File: src/rtl/key_loader.sv
// key_loader: serial key loader with even-parity check.
// Shifts KEY_W data bits (LSB first) plus one parity bit, checks parity for
// one cycle, then presents the key to the downstream locked FSM. An all-zero
// key_out is the locked default whenever no valid key is held.
//
// state | meaning
// IDLE  | no load in progress, waiting for key_start
// SHIFT | collecting data bits, then the parity bit; idle timer running
// CHECK | single-cycle parity evaluation of the collected bits
// HOLD  | parity-checked key presented on key_out with key_valid=1
// ERR   | parity failure or inter-bit timeout; key_out forced to zero
module key_loader #(
  parameter int KEY_W = 8,
  parameter int TMO   = 16
) (
  input  logic             clk,
  input  logic             rst,
  input  logic             key_start,
  input  logic             key_sin,
  input  logic             key_sin_vld,
  input  logic             key_clr,
  output logic [KEY_W-1:0] key_out,
  output logic             key_valid,
  output logic             busy,
  output logic             err
);

  localparam int CNT_W = $clog2(KEY_W + 1);
  localparam int TMR_W = $clog2(TMO + 1);
  localparam logic [CNT_W-1:0] CNT_MAX  = CNT_W'(KEY_W);
  localparam logic [TMR_W-1:0] TMR_MAX  = TMR_W'(TMO);
  localparam logic [TMR_W-1:0] TMR_LAST = TMR_W'(TMO - 1);

  typedef enum logic [2:0] {
    IDLE  = 3'd0,
    SHIFT = 3'd1,
    CHECK = 3'd2,
    HOLD  = 3'd3,
    ERR   = 3'd4
  } state_t;

  state_t           state, state_n;
  logic [CNT_W-1:0] cnt, cnt_n;
  logic [TMR_W-1:0] tmr, tmr_n;
  logic [KEY_W-1:0] shreg, shreg_n;
  logic             par, par_n;
  logic [KEY_W-1:0] key_out_n;
  logic             key_valid_n;

  // State and datapath registers; reset forces the locked default at once.
  always_ff @(posedge clk or negedge rst) begin
    if (!rst) begin
      state     <= IDLE;
      cnt       <= '0;
      tmr       <= '0;
      shreg     <= '0;
      par       <= 1'b0;
      key_out   <= '0;
      key_valid <= 1'b0;
    end else begin
      state     <= state_n;
      cnt       <= cnt_n;
      tmr       <= tmr_n;
      shreg     <= shreg_n;
      par       <= par_n;
      key_out   <= key_out_n;
      key_valid <= key_valid_n;
    end
  end

  // Next-state and next-datapath logic; key_clr outranks everything else.
  always_comb begin
    state_n     = state;
    cnt_n       = cnt;
    tmr_n       = tmr;
    shreg_n     = shreg;
    par_n       = par;
    key_out_n   = key_out;
    key_valid_n = key_valid;

    if (key_clr) begin
      state_n     = IDLE;
      cnt_n       = '0;
      tmr_n       = '0;
      shreg_n     = '0;
      par_n       = 1'b0;
      key_out_n   = '0;
      key_valid_n = 1'b0;
    end else begin
      case (state)
        IDLE, HOLD, ERR: begin
          // key_valid and key_out are untouched here so a reload from HOLD
          // keeps presenting the old key until the new one passes.
          if (key_start) begin
            state_n = SHIFT;
            cnt_n   = '0;
            tmr_n   = '0;
            shreg_n = '0;
            par_n   = 1'b0;
          end
        end
        SHIFT: begin
          if (key_start) begin
            cnt_n   = '0;
            tmr_n   = '0;
            shreg_n = '0;
            par_n   = 1'b0;
          end else if (key_sin_vld) begin
            tmr_n = '0;
            if (cnt == CNT_MAX) begin
              par_n   = key_sin;
              state_n = CHECK;
            end else begin
              shreg_n = shreg | (KEY_W'(key_sin) << cnt);
              cnt_n   = cnt + 1'b1;
            end
          end else begin
            if (tmr != TMR_MAX) tmr_n = tmr + 1'b1;
            if (tmr >= TMR_LAST) begin
              // A stalled load (fresh or reload) is treated as a failed load:
              // any previously held key is withdrawn.
              state_n     = ERR;
              key_out_n   = '0;
              key_valid_n = 1'b0;
            end
          end
        end
        CHECK: begin
          if ((^shreg ^ par) == 1'b0) begin
            state_n     = HOLD;
            key_out_n   = shreg;
            key_valid_n = 1'b1;
          end else begin
            state_n     = ERR;
            key_out_n   = '0;
            key_valid_n = 1'b0;
          end
        end
        default: begin
          state_n     = IDLE;
          key_out_n   = '0;
          key_valid_n = 1'b0;
        end
      endcase
    end
  end

  assign busy = (state == SHIFT) || (state == CHECK);
  assign err  = (state == ERR);

endmodule
File: config.mk
export PLATFORM = sky130hd
export DESIGN_NAME = key_loader
export DESIGN_NICKNAME = d
export VERILOG_FILES = /design/src/rtl/key_loader.sv
export SDC_FILE = /design/constraint.sdc
export NUM_CORES = 1
export LEC_CHECK = 0
export CELL_PAD_IN_SITES_DETAIL_PLACEMENT = 0
export CELL_PAD_IN_SITES_GLOBAL_PLACEMENT = 2
export CORE_UTILIZATION = 35
export CTS_CLUSTER_DIAMETER = 150
export DETAILED_ROUTE_END_ITERATION = 10
export DONT_BUFFER_PORTS = 1
export PLACE_DENSITY_LB_ADDON = 0.1
export REMOVE_ABC_BUFFERS = 1
export SLEW_MARGIN = 40
export SYNTH_ARGS = -nofsm -noshare
export SYNTH_HDL_FRONTEND = slang
export SYNTH_SLANG_ARGS = --single-unit
File: constraint.sdc
create_clock -name clk -period 2.52 [get_ports clk]
set_input_delay 0.756 -clock clk [delete_from_list [all_inputs] [get_ports clk]]
set_output_delay 0.756 -clock clk [all_outputs]
set_load 0.03 [all_outputs]
**Word level (Yosys, flattened, before mapping)**

Index checks and enable logic that the tools add are counted.

- Word-level logic and storage cells: 84
- Output and inout port bits: 11
- Bits in registers: 30
- Bits of input ports: 6

- Reduce and logical (&&, ||, !) cells: 10
- Shifts and indexed selects: 1
- Multiplexer cells: 44
- Bitwise logic cells: 2
- $add $sub $neg: 2
- $lt $le $gt $ge: 1
- Equal/unequal tests: 17

Operator list:

| cell | number |
|---|---|
| two-way mux 8 bit | 10 |
| two-way mux 5 bit | 5 |
| case mux 8 bit (3 select lines) | 1 |
| two-way mux 3 bit | 7 |
| two-way mux 4 bit | 5 |
| inequality test 4 bit, second input constant | 5 |
| case mux 8 bit (2 select lines) | 1 |
| AND reduction 4 bit | 4 |
| inequality test 3 bit, second input constant | 4 |
| two-way mux 1 bit | 10 |
| inequality test 5 bit, second input constant | 2 |
| case mux 5 bit (2 select lines) | 1 |
| case mux 3 bit (3 select lines) | 1 |
| OR 8 bit | 1 |
| case mux 4 bit (2 select lines) | 1 |
| XOR reduction 8 bit | 1 |
| << shifter 1 x 4 -> 8 bit | 1 |
| equality test 3 x 2 -> 1 bit, second input constant | 2 |
| adder 5 x 1 -> 5 bit, second input constant | 1 |
| >= comparator 5 x 4 -> 1 bit, second input constant | 1 |
| adder 4 x 1 -> 4 bit, second input constant | 1 |
| equality test 4 bit, second input constant | 1 |
| equality test 3 x 1 -> 1 bit, second input constant | 1 |
| equality test 3 bit, second input constant | 1 |
| other kinds (9) | 9 |

**Depth between registers and ports, before layout**

- Depth after elaboration: 7
- Depth in mapped cells: 8
- Gate-level depth less buffers: 8

**Worst setup path after synthesis**

OpenSTA, ideal clock, no wires.

- Kind: input -> register
- Start: input port key_start
- End: register key_out[0]
- Setup slack: 425 ps
- Data required time: 2,452 ps
- Path buffers: 1
- Cell stages on the path: 6
- Data arrival time: 2,027 ps
- Setup time: 68 ps
- Cell sequence: clkbuf_1 -> inv_1 -> a32oi_1 -> nand4_1 -> nor3b_4 -> a22o_1

- Word-level cells in the longest chain between the ends: 2

RTL lines:

| item | RTL line | RTL |
|---|---|---|
| from (decl) | 18 | `input logic key_start,` |
| inequality test 3 bit (no line) | -- |  |
| AND reduction 4 bit (no line) | -- |  |
| to (signal assigned) | 66 | `key_out <= key_out_n;` |
| to (decl) | 22 | `output logic [KEY_W-1:0] key_out,` |

No other way between the ends.
A chain may end at the register's enable or synchronous reset.

**Worst setup path after layout**

- Start: register state[0]
- End: output port busy

- Word-level cells in the longest chain between the ends: 2
- Elaborated cells on any way between the ends: 3
- Those cells by class: eq/ne: 2; reduce/logical: 1

RTL lines:

| item | RTL line | RTL |
|---|---|---|
| from (decl) | 42 | `state_t state, state_n;` |
| from (signal assigned) | 61 | `state <= state_n;` |
| equality test 3 x 1 -> 1 bit or equality test 3 x 2 -> 1 bit (tied branches) | 148 | `assign busy = (state == SHIFT) \|\| (state == CHECK);` |
| logical OR 1 bit * | 148 |  |
| to (decl) | 24 | `output logic busy,` |

Mark *: on every way between the ends. The rest lies on a longest branch, timed or not.

==> results.py <==
metrics = {
    "drt": {
        "wl_per_cell_um": 16.4,
        "drt-initial-drc-count": 86,
        "drc": 0,
        "first_pass_iters": 4,
        "vias_per_cell": 5.51,
        "num_vias": 1235,
        "drt_wl_total_mm": 3.68,
        "ant_nets": 0,
    },
    "cts": {
        "clockBufferDepth": 2,
        "cts_buffers": 5,
        "cts_tree": "built",
        "cts_sinks": 30,
        "cts_resized": 0,
        "clkTransAtPathRegs_ps": 70,
        "h-tree-depth": 2,
        "ctsHoldBuffers": 0,
        "root_buffer": "clkbuf_8",
        "worstSkewPairLatency_ps": 290,
        "post_cts_buffers": 0,
    },
    "global_routing": {
        "overflow": 0,
        "antenna_found_initial": 0,
        "grt_pass1_wl_mm": 6.21,
        "grt_max_degree": 31,
        "grt_usage": 0.166,
        "grt_pass1_vias": 1208,
    },
    "finish": {
        "syn2layout_area_growth_pct": 13.4,
        "layout_common_cells": "dfrtp_1, nor2_1, a21oi_1",
        "antennaDiodeCount": 0,
        "nNetsFinal": 182,
        "layoutNonFillerInstCount": 224,
        "layout_commonest_cell": "dfrtp_1",
        "drive_gt1_frac": 0.0930,
    },
    "logic_synthesis": {
        "synth-compound-area-share": 0.193,
        "ys_ff_latch": 30,
        "ys_warn_count": 0,
        "synth_top_family_by_area": "simple AND/OR/NAND/NOR gates",
        "synth_fa_ha_area_frac": 0.0390,
        "synth_area_mm2": 0.00160,
        "synth_ff_type": "dfrtp_1",
        "muxShareOfSynthArea": 0.0133,
        "syn_avg_cell_area_um2": 9.66,
        "synth-simple-area-share": 0.194,
        "postSynth.asyncResetShare": 1.00,
        "ys_types": 36,
        "synth_edf_count": 0,
        "ys_seq_area_frac": 0.468,
        "syn_inst": 166,
        "synth_xor_area_frac": 0.0578,
    },
    "sta": {
        "grt_setup_unrepaired": "no",
        "worst_hold_slack_ps": 156,
        "slew_headroom": 0.524,
        "slew_viol_final": 0,
        "worstMarginPinSlew_ps": 708,
        "worst_slack_ps": 343,
        "final_hold_viol_count": 0,
        "fin_crit_sh": 0.864,
        "finalCriticalPeriod_ps": 2180,
        "setup_violations": 0,
        "clock_skew_ps": 8.95,
        "timing.setup.tns_ps": 0,
        "fmax_ghz": 0.459,
    },
    "power": {
        "peakVddDrop_uv": 356,
        "power_density_mw_per_mm2": 716,
        "power_leakage_nw": 0.837,
    },
    "placement": {
        "portBuffers": 0,
        "place.gp.congestion": 0.816,
        "place_hpwl_mm": 2.59,
        "dp_cells": 216,
        "dp_slack_ps": 354,
    },
    "worst_setup_path": {
        "worstPathArrival_ps": 1420,
        "startpoint": "state[0]",
        "timing.rr.start": "cnt[1]",
        "worst-setup-path-type": "reg2out",
        "crit_fanout": 9,
        "startpoint_type": "register",
        "endpoint_kind": "primary output",
        "required_ps": 1760,
    },
    "worst_hold_path": {
        "holdCritPathClass": "in2async",
    },
    "die": {
        "dieArea_mm2": 0.00485,
        "coreArea_mm2": 0.00438,
        "dieHeight_um": 69.7,
        "die_w_um": 69.7,
        "num_rows": 24,
        "io_pins": 17,
        "initial_core_util": 0.366,
    },
    "flow_run": {
        "cap_violations": 0,
    },
    "outcome": {
        "status": "completed",
    },
}
==> routing by layer <==
layer	part of all wire	track usage	routed length (µm)
met5	0	0	0
met4	0.018	0.0733	65
met3	0.045	0.0451	164
met2	0.40	0.217	1470
met1	0.54	0.252	1980
==> cell families (layout without fill, tap and decap cells) <==
| kind of cell | count (synthesis) | count (layout) |
|---|---|---|
| and+or+nand+nor | 59 | 59 |
| muxes | 2 | 2 |
| adders and majority gates | 5 | 5 |
| xor gates and xnor gates | 9 | 9 |
| DFF | 30 | 30 |
| buffers and inverters | 15 | 21 |
| AOI/OAI and AO/OA | 46 | 46 |
==> path summary, 6_finish.rpt <==
| kind | cells past startpoint | slack, ps | to |
|---|---|---|---|
| setup / recovery | 3 | 340 | busy |
| hold / removal | 0 | 160 | state[2] |
| setup reg to reg | 7 | 360 | key_out[2] |
| hold reg to reg | 2 | 540 | par |
| max in group asynchronous | 0 | 2280 | tmr[1] |
| min in group clk | 2 | 540 | par |
==> final cells by class <==
cell class	instances	area, µm²
timing repair buffer	4	30.0
inverter	9	33.8
sequential	30	751
multi-input combinational	121	796
clock buffer	6	82.6
tap	52	65.1
clock inverter	2	60.1
fill	427	2570
==> synth_stat cells (4+ instances only) <==
| master | n | share of area |
|---|---|---|
| xnor2_1 | 5 | 0.027 |
| a31oi_1 | 6 | 0.023 |
| ha_1 | 5 | 0.039 |
| a21oi_1 | 12 | 0.037 |
| clkbuf_1 | 6 | 0.014 |
| nand3b_1 | 4 | 0.019 |
| a22o_1 | 9 | 0.049 |
| nor2_1 | 22 | 0.052 |
| dfrtp_1 | 30 | 0.47 |
| nand2_1 | 8 | 0.019 |
| o21ai_0 | 8 | 0.025 |
| inv_1 | 9 | 0.021 |
| nand4_1 | 5 | 0.020 |
==> metrics by stage <==
step                total power [mW]  cell area (µm²)   util
global route                    1.36             1820  0.415
detailed placement             0.696             1680  0.382
global placement               0.695             1680  0.382
finish                          1.30             1820  0.415
CTS                             1.32             1820  0.415
floorplan                      0.647             1580      -
==> report_power, final <==
part           total (mW)  switching [mW]  internal, mW
combinational       0.165           0.104        0.0606
clock               0.614           0.192         0.422
sequential          0.523          0.0272         0.495
==> critical path, cell delays in order, from the launching register on <==
cell,delay [ps]
dfrtp_1,480
nand2b_1,280
a21oi_1,200
buf_4,180
==> state kept, by name, summed over array words and instances (netlist names) <==
signal / flops
shreg: 8
cnt: 4
par: 1
key_out: 8
key_valid: 1
state: 3
tmr: 5
Power figures use the tool's default switching activity.
